==> config.mk <==
export PLATFORM = sky130hd
export DESIGN_NAME = pipe_control
export DESIGN_NICKNAME = d
export VERILOG_FILES = /design/src/rtl/pipe_control.sv
export SDC_FILE = /design/constraint.sdc
export NUM_CORES = 1
export LEC_CHECK = 0
export ABC_AREA = 1
export CORE_UTILIZATION = 40
export DETAILED_ROUTE_END_ITERATION = 6
export MAX_ROUTING_LAYER = met4
export PLACE_DENSITY = 0.75
export SETUP_SLACK_MARGIN = 0.15
export SYNTH_ARGS = -nofsm -noshare
export SYNTH_HDL_FRONTEND = slang
export SYNTH_SLANG_ARGS = --single-unit
==> constraint.sdc <==
create_clock -name clock -period 1.1 [get_ports clock]
set_input_delay 0.22 -clock clock [delete_from_list [all_inputs] [get_ports clock]]
set_output_delay 0.22 -clock clock [all_outputs]
set_load 0.01 [all_outputs]
==> src/rtl/pipe_control.sv <==
// Pipeline control for a D/EX/MEM/WB integer pipeline: decode, stage control registers, load-use stall and branch/jump flush.
// Define PIPE_CONTROL_MULTDIV_EN to hold mul/div in EX for MD_LAT cycles.
module pipe_control #(
  parameter int REG_AW = 5,
  parameter int MD_LAT = 4
) (
  input  logic              clock,
  input  logic              reset_n,
  input  logic              d_valid,
  input  logic [4:0]        opcode,
  input  logic [4:0]        aluop_in,
  input  logic [REG_AW-1:0] rs,
  input  logic [REG_AW-1:0] rt,
  input  logic [REG_AW-1:0] rd,
  input  logic              br_taken,
  output logic              ex_valid,
  output logic [4:0]        ex_aluop,
  output logic              ex_alu_inb,
  output logic              ex_br,
  output logic              ex_jp,
  output logic              mem_valid,
  output logic              mem_dmwe,
  output logic              wb_valid,
  output logic              wb_rwe,
  output logic              wb_rwd,
  output logic [REG_AW-1:0] wb_rd,
  output logic              stall,
  output logic              flush
);

  localparam logic [4:0] OP_RTYPE = 5'b00000;
  localparam logic [4:0] OP_J     = 5'b00001;
  localparam logic [4:0] OP_BNE   = 5'b00010;
  localparam logic [4:0] OP_JAL   = 5'b00011;
  localparam logic [4:0] OP_JR    = 5'b00100;
  localparam logic [4:0] OP_ADDI  = 5'b00101;
  localparam logic [4:0] OP_BLT   = 5'b00110;
  localparam logic [4:0] OP_SW    = 5'b00111;
  localparam logic [4:0] OP_LW    = 5'b01000;
  localparam logic [4:0] OP_SETX  = 5'b10101;
  localparam logic [4:0] OP_BEX   = 5'b10110;

  localparam logic [REG_AW-1:0] LINK_REG = {REG_AW{1'b1}};
  localparam logic [REG_AW-1:0] EXC_REG  = {{(REG_AW-1){1'b1}}, 1'b0};

  if (MD_LAT < 2 || MD_LAT > 32) begin : g_bad_md_lat
    $error("pipe_control: MD_LAT must be in 2..32");
  end

  typedef struct packed {
    logic              valid;
    logic [4:0]        aluop;
    logic              alu_inb;
    logic              br;
    logic              jp;
    logic              dmwe;
    logic              rwe;
    logic              rwd;
    logic [REG_AW-1:0] dest;
  } ex_ctrl_t;

  typedef struct packed {
    logic              valid;
    logic              dmwe;
    logic              rwe;
    logic              rwd;
    logic [REG_AW-1:0] dest;
  } mem_ctrl_t;

  typedef struct packed {
    logic              valid;
    logic              rwe;
    logic              rwd;
    logic [REG_AW-1:0] dest;
  } wb_ctrl_t;

  ex_ctrl_t  dec;
  ex_ctrl_t  ex_q, ex_d;
  mem_ctrl_t mem_q, mem_d;
  wb_ctrl_t  wb_q, wb_d;
  logic      load_use;
  logic      md_busy;

  // Decode; an absent instruction decodes straight to a bubble.
  always_comb begin
    dec = '0;
    case (opcode)
      OP_RTYPE: begin
        dec.aluop = aluop_in;
        dec.rwe   = 1'b1;
        dec.dest  = rd;
      end
      OP_ADDI: begin
        dec.alu_inb = 1'b1;
        dec.rwe     = 1'b1;
        dec.dest    = rd;
      end
      OP_SW: begin
        dec.alu_inb = 1'b1;
        dec.dmwe    = 1'b1;
      end
      OP_LW: begin
        dec.alu_inb = 1'b1;
        dec.rwe     = 1'b1;
        dec.rwd     = 1'b1;
        dec.dest    = rd;
      end
      OP_BNE, OP_BLT, OP_BEX: begin
        dec.aluop = 5'b00001;
        dec.br    = 1'b1;
      end
      OP_J, OP_JR: dec.jp = 1'b1;
      OP_JAL: begin
        dec.jp   = 1'b1;
        dec.rwe  = 1'b1;
        dec.dest = LINK_REG;
      end
      OP_SETX: begin
        dec.rwe  = 1'b1;
        dec.dest = EXC_REG;
      end
      default: ;
    endcase
    if (dec.dest == '0) dec.rwe = 1'b0;
    dec.valid = 1'b1;
    if (!d_valid) dec = '0;
  end

  // rwd is set only by lw, so it doubles as the "EX holds a load" flag. A load never
  // branches or jumps, so flush and load_use are mutually exclusive by construction and
  // flush wins without any path from br_taken into stall.
  assign load_use = d_valid && ex_q.valid && ex_q.rwd && (ex_q.dest != '0) &&
                    ((ex_q.dest == rs) || (ex_q.dest == rt));
  assign flush    = ex_q.valid && (ex_q.jp || (ex_q.br && br_taken));
  assign stall    = load_use || md_busy;

  always_comb begin
    ex_d  = dec;
    mem_d = '{valid: ex_q.valid, dmwe: ex_q.dmwe, rwe: ex_q.rwe, rwd: ex_q.rwd, dest: ex_q.dest};
    wb_d  = '{valid: mem_q.valid, rwe: mem_q.rwe, rwd: mem_q.rwd, dest: mem_q.dest};
    if (md_busy) begin
      ex_d  = ex_q;
      mem_d = '0;
    end else if (load_use || flush) begin
      ex_d = '0;
    end
  end

  always_ff @(posedge clock or negedge reset_n) begin
    if (!reset_n) begin
      ex_q  <= '0;
      mem_q <= '0;
      wb_q  <= '0;
    end else begin
      ex_q  <= ex_d;
      mem_q <= mem_d;
      wb_q  <= wb_d;
    end
  end

`ifdef PIPE_CONTROL_MULTDIV_EN
  localparam int MD_CW = $clog2(MD_LAT);

  logic [MD_CW-1:0] md_cnt_q, md_cnt_d;
  logic             dec_is_md;

  assign dec_is_md = d_valid && (opcode == OP_RTYPE) &&
                     ((aluop_in == 5'b00110) || (aluop_in == 5'b00111));
  assign md_busy   = (md_cnt_q != '0);

  // Loaded only when the mul/div actually enters EX; counts the extra EX cycles.
  always_comb begin
    md_cnt_d = md_cnt_q;
    if (md_busy) md_cnt_d = md_cnt_q - 1'b1;
    else if (dec_is_md && !load_use && !flush) md_cnt_d = MD_CW'(MD_LAT - 1);
  end

  always_ff @(posedge clock or negedge reset_n) begin
    if (!reset_n) md_cnt_q <= '0;
    else          md_cnt_q <= md_cnt_d;
  end
`else
  assign md_busy = 1'b0;
`endif

  assign ex_valid   = ex_q.valid;
  assign ex_aluop   = ex_q.aluop;
  assign ex_alu_inb = ex_q.alu_inb;
  assign ex_br      = ex_q.br;
  assign ex_jp      = ex_q.jp;
  assign mem_valid  = mem_q.valid;
  assign mem_dmwe   = mem_q.dmwe;
  assign wb_valid   = wb_q.valid;
  assign wb_rwe     = wb_q.rwe;
  assign wb_rwd     = wb_q.rwd;
  assign wb_rd      = wb_q.dest;

endmodule

# Word level (Yosys, flattened, before mapping)
# Cells that the tools add are included.
totals:
  in_bits: 29
  ff_bits: 34
op_classes:
  n_reduce_logical: 17
  eq_ne: 12
  mux: 11
op_table:
  columns: ["cell", "n"]
  rows:
  - ["$mux 17", 2]
  - ["$eq 5x3->1 const B", 4]
  - ["$pmux 5 s3", 1]
  - ["$reduce_or 3->1", 4]
  - ["$eq 5x2->1 const B", 2]
  - ["$eq 5x5->1", 2]
  - ["$eq 5x5->1 const B", 2]
  - ["$logic_not 5->1", 2]
  - ["$pmux 5 s2", 1]
  - ["$mux 1", 7]
  - ["$logic_and 1x1->1", 6]
  - ["$eq 5x1->1 const B", 1]
  - ["$eq 5x4->1 const B", 1]
  - ["$reduce_bool 5->1", 1]
  - ["$reduce_or 5->1", 1]
  - ["$logic_or 1x1->1", 3]

# Logic depth before layout (Yosys ltp)
# Gate-level depths: netlist (run 1).
depth:
  word_depth: 7
  depth_mapped: 9
  ltp_nobuf: 9

# Worst setup path before layout (run 1)
# Ideal clock, no wire load.
synth_path:
  path_kind: "register to output"
  from: "register ex_q[1] (netlist bit)"
  to: "output port stall"
  arrival_ps: 954
  t_required_ps: 880
  setup_slack_ps: -74
  path_stages_with_launch: 7
  path_buffers: 0
  path_cell_list: "dfrtp_1 > xor2_1 > nor2_1 > nand3_1 > nand2_2 > nand2_4 > inv_1"
synth_via:
  elab_chain_len: 3
  elab_cells_between_ends: 6
  classes_between: "eq/ne: 2; reduce/logical: 4"
synth_rtl:
  columns: ["element", "line", "rtl"]
  rows:
  - ["start: declaration", "78", "ex_ctrl_t ex_q, ex_d;"]
  - ["start signal: assignment", "151", "ex_q <= '0;"]
  - ["start signal: assignment", "155", "ex_q <= ex_d;"]
  - ["$eq 5x5->1 or $reduce_bool 5->1 (tied branches)", "133, 132", null]
  - ["$logic_or 1x1->1 or $logic_and 1x1->1 (tied branches)", "133, 132", null]
  - ["$logic_and 1x1->1 (*)", "132", "assign load_use = d_valid && ex_q.valid && ex_q.rwd && (ex_q.dest != '0) &&"]
  - ["end: declaration", "27", "output logic stall,"]
# Every way passes the cells marked *; elsewhere a longest branch is shown, timed or not.

# Final worst setup path (run 1)
layout_path:
  from: "register ex_q[0] (netlist bit)"
  to: "output port stall"
# Same word-level chain as after synthesis.

==> results.cfg, run 1 <==
[die]
die_w_um = 62.6
io-pin-count = 50
core_area_sq_mm = 0.00342
rows = 21
dieArea_sq_mm = 0.00392
die_h_um = 62.6
start_util_pct = 43.0

[clock_network]
h-tree-depth = 2
clk_path_buf_depth = 2
cts_tree = done
path_clk_slew_ns = 0.10
cts_hold_buf = 0
cts-buffers-inserted = 5
clock_latency_ns = 0.32
cts_root_buffer = clkbuf_4
cts_sinks = 34

[sta]
skew_ns = 0.00531
worst_slew_pin_slew_ns = 0.357
worst_slack_ns = -0.517
setup_violations = 20
fmax_mhz = 619
finalHoldViolations = 0
fin_crit_sh_pct = 147
slew-limit-headroom_pct = 76.0
rsz0062_at_grt = true
period_needed_ns = 1.62
worst_hold_slack_ns = 0.256
finalMaxSlewViolations = 0

[worst_setup_path]
crit_chain = nand2_1 > inv_1 > nor2_1 > nor2_1 > nand3_1 > nand2_2 > nand2_4 > inv_2 > buf_6
end_kind = primary output
critical_path_required_ns = 0.88
worstSetupPathType = flip-flop to primary output
crit_top_cell = nor2_1
crit_slowest_cell = dfrtp_2
crit_path_start_kind = flip-flop
cp.arrival_ns = 1.40
crit_fanout = 6
cp_slowest_stage_delay_ns = 0.46

[global_route]
grt_pass1_vias = 1252
grtUsageTotal_pct = 17.2
antenna_found_initial = 0
overflow = 0
grt_pass1_wl_um = 5090
grt_max_degree = 35

[logic_synthesis]
syn_nets = 195
syn_area_sq_mm = 0.00147
yosys.cell_types.count = 20
ys_ff_latch = 34
syn-mean-instance-area_sq_um = 8.84
synth_warnings = 0
synth_seq_area_share_pct = 58.0
synth_cells = 166

[placement]
post_dp_cell_area_sq_mm = 0.00207
post-place-ws_ns = -0.873
globalplace.congestion = 0.773
hpwl_um = 2050
portBuffers = 49

[pwr]
leakage_nw = 1.22
vdd_drop_max_mv = 0.610
powerDensity_mw_per_mm2 = 1170

[run_status]
violations = setup timing
outcome = complete, but fails checks

[route]
drt-initial-drc-count = 25
drcViolationCount = 0
wl_per_cell_um = 10.4
vias = 1227
viasPerCell = 4.37
antenna_left = 0
dr.pass1.iters = 4
wl_um = 2920

[run]
drv_cap = 0

[finish]
area_growth_pct = 47.1
final_cell_area_sq_mm = 0.00216
layout_commonest_cell = dfrtp_1
layout-drive-gt1-share_pct = 28.9
multiInputGateArea_sq_um = 508
final_cell_mix = dfrtp_1, nor2_1, nand2_1, clkdlybuf4s50_1, inv_1
ff_latch_area_sq_um = 853
nFillCells = 276
fin_nets = 263
n_antenna_cell = 0

[worst_hold_path]
hp-class = input port to async pin
[layer usage]
metal / share of wire (%) / global-route usage [%] / vias up
li1: - / - / 631
met1: 43 / 20.2 / 556
met2: 51 / 27.2 / 31
met3: 3.6 / 3.28 / 9
met4: 2.4 / 10.8 / 0
met5: 0 / - / -
[worst paths after layout]
path / endpoint / slack [ns] / start / cells past startpoint
setup reg to reg: ex_q[6]$_DFF_PN0_ / -0.33 / ex_q[0]$_DFF_PN0_ / 10
setup / recovery: stall / -0.52 / ex_q[0]$_DFF_PN0_ / 9
hold / removal: mem_q[5]$_DFF_PN0_ / 0.26 / reset_n / 2
min in group clock: mem_dmwe$_DFF_PN0_ / 0.36 / ex_q[7]$_DFF_PN0_ / 0
max in group asynchronous: ex_q[1]$_DFF_PN0_ / 0.67 / reset_n / 2
hold reg to reg: mem_dmwe$_DFF_PN0_ / 0.36 / ex_q[7]$_DFF_PN0_ / 0
[area by class of cell]
cell class,count,area share [%]
sequential,34,39.5
timing repair buffer,65,25.6
multi-input combinational,99,23.5
inverter,29,5.16
tap,46,2.67
clock inverter,3,1.85
clock buffer,5,1.74
[metrics by stage]
stage	std cells	utilization, %	power (mW)	TNS [ns]
finish	281	63.2	2.52	-5.64
global route	281	63.2	2.65	-7.57
CTS	278	61.7	2.53	-5.45
detailed placement	266	60.5	1.66	-10.62
global placement	266	60.5	1.66	-10.53
floorplan	166	-	1.44	-0.313
[cell usage after synthesis (all sizes together)]
cell    n  area share [%]
o21ai   1            0.34
nand4   3             1.3
inv    29             7.4
a21o    1            0.51
nand2  36              11
buf     5             2.6
a22oi   1            0.51
nor4    1            0.43
o21a    1            0.51
a21oi   1            0.34
nor2   39              11
dfrtp  34              58
nand3  11             4.6
xnor2   2             1.2
xor2    1            0.60
[flip-flops by register name, summed over array words and instances, names as in the netlist, 5 cells and up]
register	cells
ex_aluop	5
ex_q	8
mem_q	7
wb_rd	5
[critical path: cells and delay by family (launching register included)]
| family | cells | cell delay (ns) |
|---|---|---|
| buf+inv | 3 | 0.17 |
| flops | 1 | 0.46 |
| simple gates | 6 | 0.44 |
[where the power goes]
part           total [mW]  internal (mW)  switching, mW
sequential           1.29           1.28         0.0160
combinational       0.364          0.198          0.167
clock               0.862          0.471          0.391
total                2.52           1.95          0.574
[cell families (layout without fill, tap and decap cells)]
group           Yosys count  in the layout  share of synthesized area (%)
flops                    34             34                           58.0
simple gates             90             91                           28.0
xor+xnor                  3              3                           1.79
compound gates            5              5                           2.22
buf+inv                  34            102                           9.97
[timing repair]
item,4_1_cts,5_1_grt
buffers inserted,3,3
endpoints found under the setup margin,38,38
pin swaps,7,4
gates cloned,1,0
resized for setup,91,11
(Power assumes the default switching activity.)
==> run 2, diff against run 1 <==
--- a/config.mk
+++ b/config.mk
@@ -11,6 +11,7 @@
 export MAX_ROUTING_LAYER = met4
 export PLACE_DENSITY = 0.75
 export SETUP_SLACK_MARGIN = 0.15
+export SLEW_MARGIN = 5
 export SYNTH_ARGS = -nofsm -noshare
 export SYNTH_HDL_FRONTEND = slang
 export SYNTH_SLANG_ARGS = --single-unit
==> results of run 2 <==
Same layout as run 1: the final DEF is identical, and so are final timing and power.
==> run 3, diff against run 2 <==
--- a/config.mk
+++ b/config.mk
@@ -6,10 +6,10 @@
 export NUM_CORES = 1
 export LEC_CHECK = 0
 export ABC_AREA = 1
-export CORE_UTILIZATION = 40
+export CORE_UTILIZATION = 44
 export DETAILED_ROUTE_END_ITERATION = 6
 export MAX_ROUTING_LAYER = met4
-export PLACE_DENSITY = 0.75
+export PLACE_DENSITY = 0.78
 export SETUP_SLACK_MARGIN = 0.15
 export SLEW_MARGIN = 5
 export SYNTH_ARGS = -nofsm -noshare
==> constraint.sdc (replaced) <==
create_clock -name clock -period 1.8 [get_ports clock]
set_input_delay 0.36 -clock clock [delete_from_list [all_inputs] [get_ports clock]]
set_output_delay 0.36 -clock clock [all_outputs]
set_load 0.01 [all_outputs]
==> run 3 against run 2 <==
  * The run still ends with setup timing left
  * Worst hold slack improved by 0.099 ns
  * Critical path depth fell by 1
  * Largest power group unchanged
  * Clock skew decreased by 0.0036 ns
  * Clock power down 51%
  * Via count shrank 1.2%
  * Register-to-register slack better by 0.71 ns
  * Sequential power is 39% lower
==> results.cfg, run 3 (synthesized netlist as in run 1, its figures left out) <==
[placement]
globalplace.congestion = 0.886
portBuffers = 49
hpwl_um = 2370
dp.cells = 259

[die]
core_area_sq_mm = 0.00310
dieArea_sq_mm = 0.00357
die_w_um = 59.8
io-pin-count = 50
start_util_pct = 47.3
rows = 20
die_h_um = 59.8

[worst_setup_path]
cpLargestDelayFamily = buffers and inverters
crit_slowest_cell = clkdlybuf4s50_1
path_buf_inv = 3
crit_chain = clkdlybuf4s50_1 > xor2_1 > nor2_1 > nand3_1 > nand2_2 > nand2_4 > inv_2 > buf_6
critical_path_required_ns = 1.44
crit_fanout = 2
worstSetupPathType = input port to primary output
cp.arrival_ns = 1.48
rr_worst_depth = 8
cp_slowest_stage_delay_ns = 0.44
end_kind = primary output
cp.depth = 8
crit_path_start_kind = input port

[route]
viasPerCell = 4.54
wl_per_cell_um = 11.2
dr.pass1.iters = 4
routed-wl-met2_um = 1600
antenna_left = 0
vias = 1212
drcViolationCount = 0
top_layer = met4
m1WireLength_um = 1170
dr_wl_met3_um = 111
wl_um = 2990
drt-initial-drc-count = 34

[pwr]
leakage_nw = 1.11
p_seq_share_pct = 56.2
p_switching_mw = 0.335
p_int_mw = 1.07
vdd_drop_max_mv = 0.270
switching_share_pct = 23.8
powerDensity_mw_per_mm2 = 680
combPwrFrac_pct = 14.0
p_clk_share_pct = 29.8

[sta]
skew_ns = 0.00175
worst_slack_ns = -0.0405
setup_violations = 1
finalMaxSlewViolations = 0
period_needed_ns = 1.84
slew-limit-headroom_pct = 72.9
rsz0062_at_grt = true
fmax_mhz = 543
worst_hold_slack_ns = 0.355
finalHoldViolations = 0
fin_crit_sh_pct = 102
worst_slew_pin_slew_ns = 0.406

[finish]
area_growth_pct = 41.1
top_regs = ex_q x8, mem_q x7
final_cell_mix = clkdlybuf4s50_1, nor2_1, nand2_1, dfrtp_1, inv_1
largest-register = ex_q
layout_commonest_cell = clkdlybuf4s50_1
nFillCells = 269
fin_nets = 251
largest_reg_flops = 8
layout-drive-gt1-share_pct = 12.1
n_antenna_cell = 0
finalNonFillerCells = 267

[global_route]
grt_pass1_vias = 1137
grt_pass1_wl_um = 4770
grt_max_degree = 35
antenna_found_initial = 0
overflow = 0
grtUsageTotal_pct = 19.8

[clock_network]
cts_sinks = 34
h-tree-depth = 2
clock_latency_ns = 0.33
cts_tree = done
cts_hold_buf = 0
path_clk_slew_ns = 0.09
postCtsSetupBuffers = 0
clk_path_buf_depth = 2
cts_root_buffer = clkbuf_4
cts-buffers-inserted = 5

[run_status]
outcome = complete, but fails checks
violations = setup timing

[worst_hold_path]
hp-class = flip-flop to flip-flop
whs_path_depth = 0

[run]
drv_cap = 0
[run 3: layout make-up]
class / instances / area, sq um / share of cell area (%)
sequential: 34 / 853 / 41.2
clock buffer: 7 / 55.1 / 2.66
timing repair buffer: 54 / 523 / 25.3
clock inverter: 1 / 5.00 / 0.242
multi-input combinational: 98 / 470 / 22.7
inverter: 29 / 109 / 5.26
tap: 44 / 55.1 / 2.66
[run 3: timing repair]
action,in CTS,in global routing
pin swaps,8,2
setup endpoints to repair,3,2
gates resized for setup,13,3
[run 3: worst reg2reg max path: stages, from the launching register on]
cell and delay (ns):
dfrtp_2 0.45, xor2_1 0.15, nor2_1 0.12, nand3_1 0.11
nand2_2 0.10, nand2_4 0.05, buf_4 0.15, nand2_4 0.12
nor2_1 0.07
[run 3: routing by layer]
layer  up-vias  GRT usage (%)
li1        606              -
met1       562           19.3
met2        35           34.6
met3         9           4.33
met4         0           13.6
met5         -              -
[run 3: power groups by stage]
stage / registers [mW] / clock network [mW] / logic (mW)
6_report: 0.792 / 0.420 / 0.197
5_1_grt: 0.795 / 0.463 / 0.217
4_1_cts: 0.792 / 0.434 / 0.198
3_5_place_dp: 0.807 / 0 / 0.200
3_3_place_gp: 0.806 / 0 / 0.194
2_1_floorplan: 0.810 / 0 / 0.0715
[run 3: through the flow]
| stage | power, mW | area (sq um) | setup TNS (ns) | setup slack (ns) | utilization (%) |
|---|---|---|---|---|---|
| final | 1.41 | 2070 | -0.0405 | -0.0405 | 66.7 |
| after detailed placement | 1.01 | 2010 | -0.937 | -0.505 | 64.9 |
| after floorplan | 0.881 | 1470 | 0 | 0.486 | - |
| after global placement | 0.999 | 2010 | -0.608 | -0.441 | 64.9 |
| after CTS | 1.42 | 2070 | -0.0639 | -0.0639 | 66.6 |
| after global routing | 1.47 | 2070 | -0.127 | -0.127 | 66.7 |
[run 3: worst paths after layout]
path                                               to  slack (ns)                from
max in group asynchronous           ex_q[1]$_DFF_PN0_        1.07             reset_n
worst max-delay path                            stall       -0.04               rs[1]
worst min register to register     wb_rd[2]$_DFF_PN0_        0.36  mem_q[2]$_DFF_PN0_
worst min-delay path               wb_rd[2]$_DFF_PN0_        0.36  mem_q[2]$_DFF_PN0_
min in group asynchronous         mem_valid$_DFF_PN0_        0.41             reset_n
worst max register to register  ex_aluop[3]$_DFF_PN0_        0.38   ex_q[1]$_DFF_PN0_
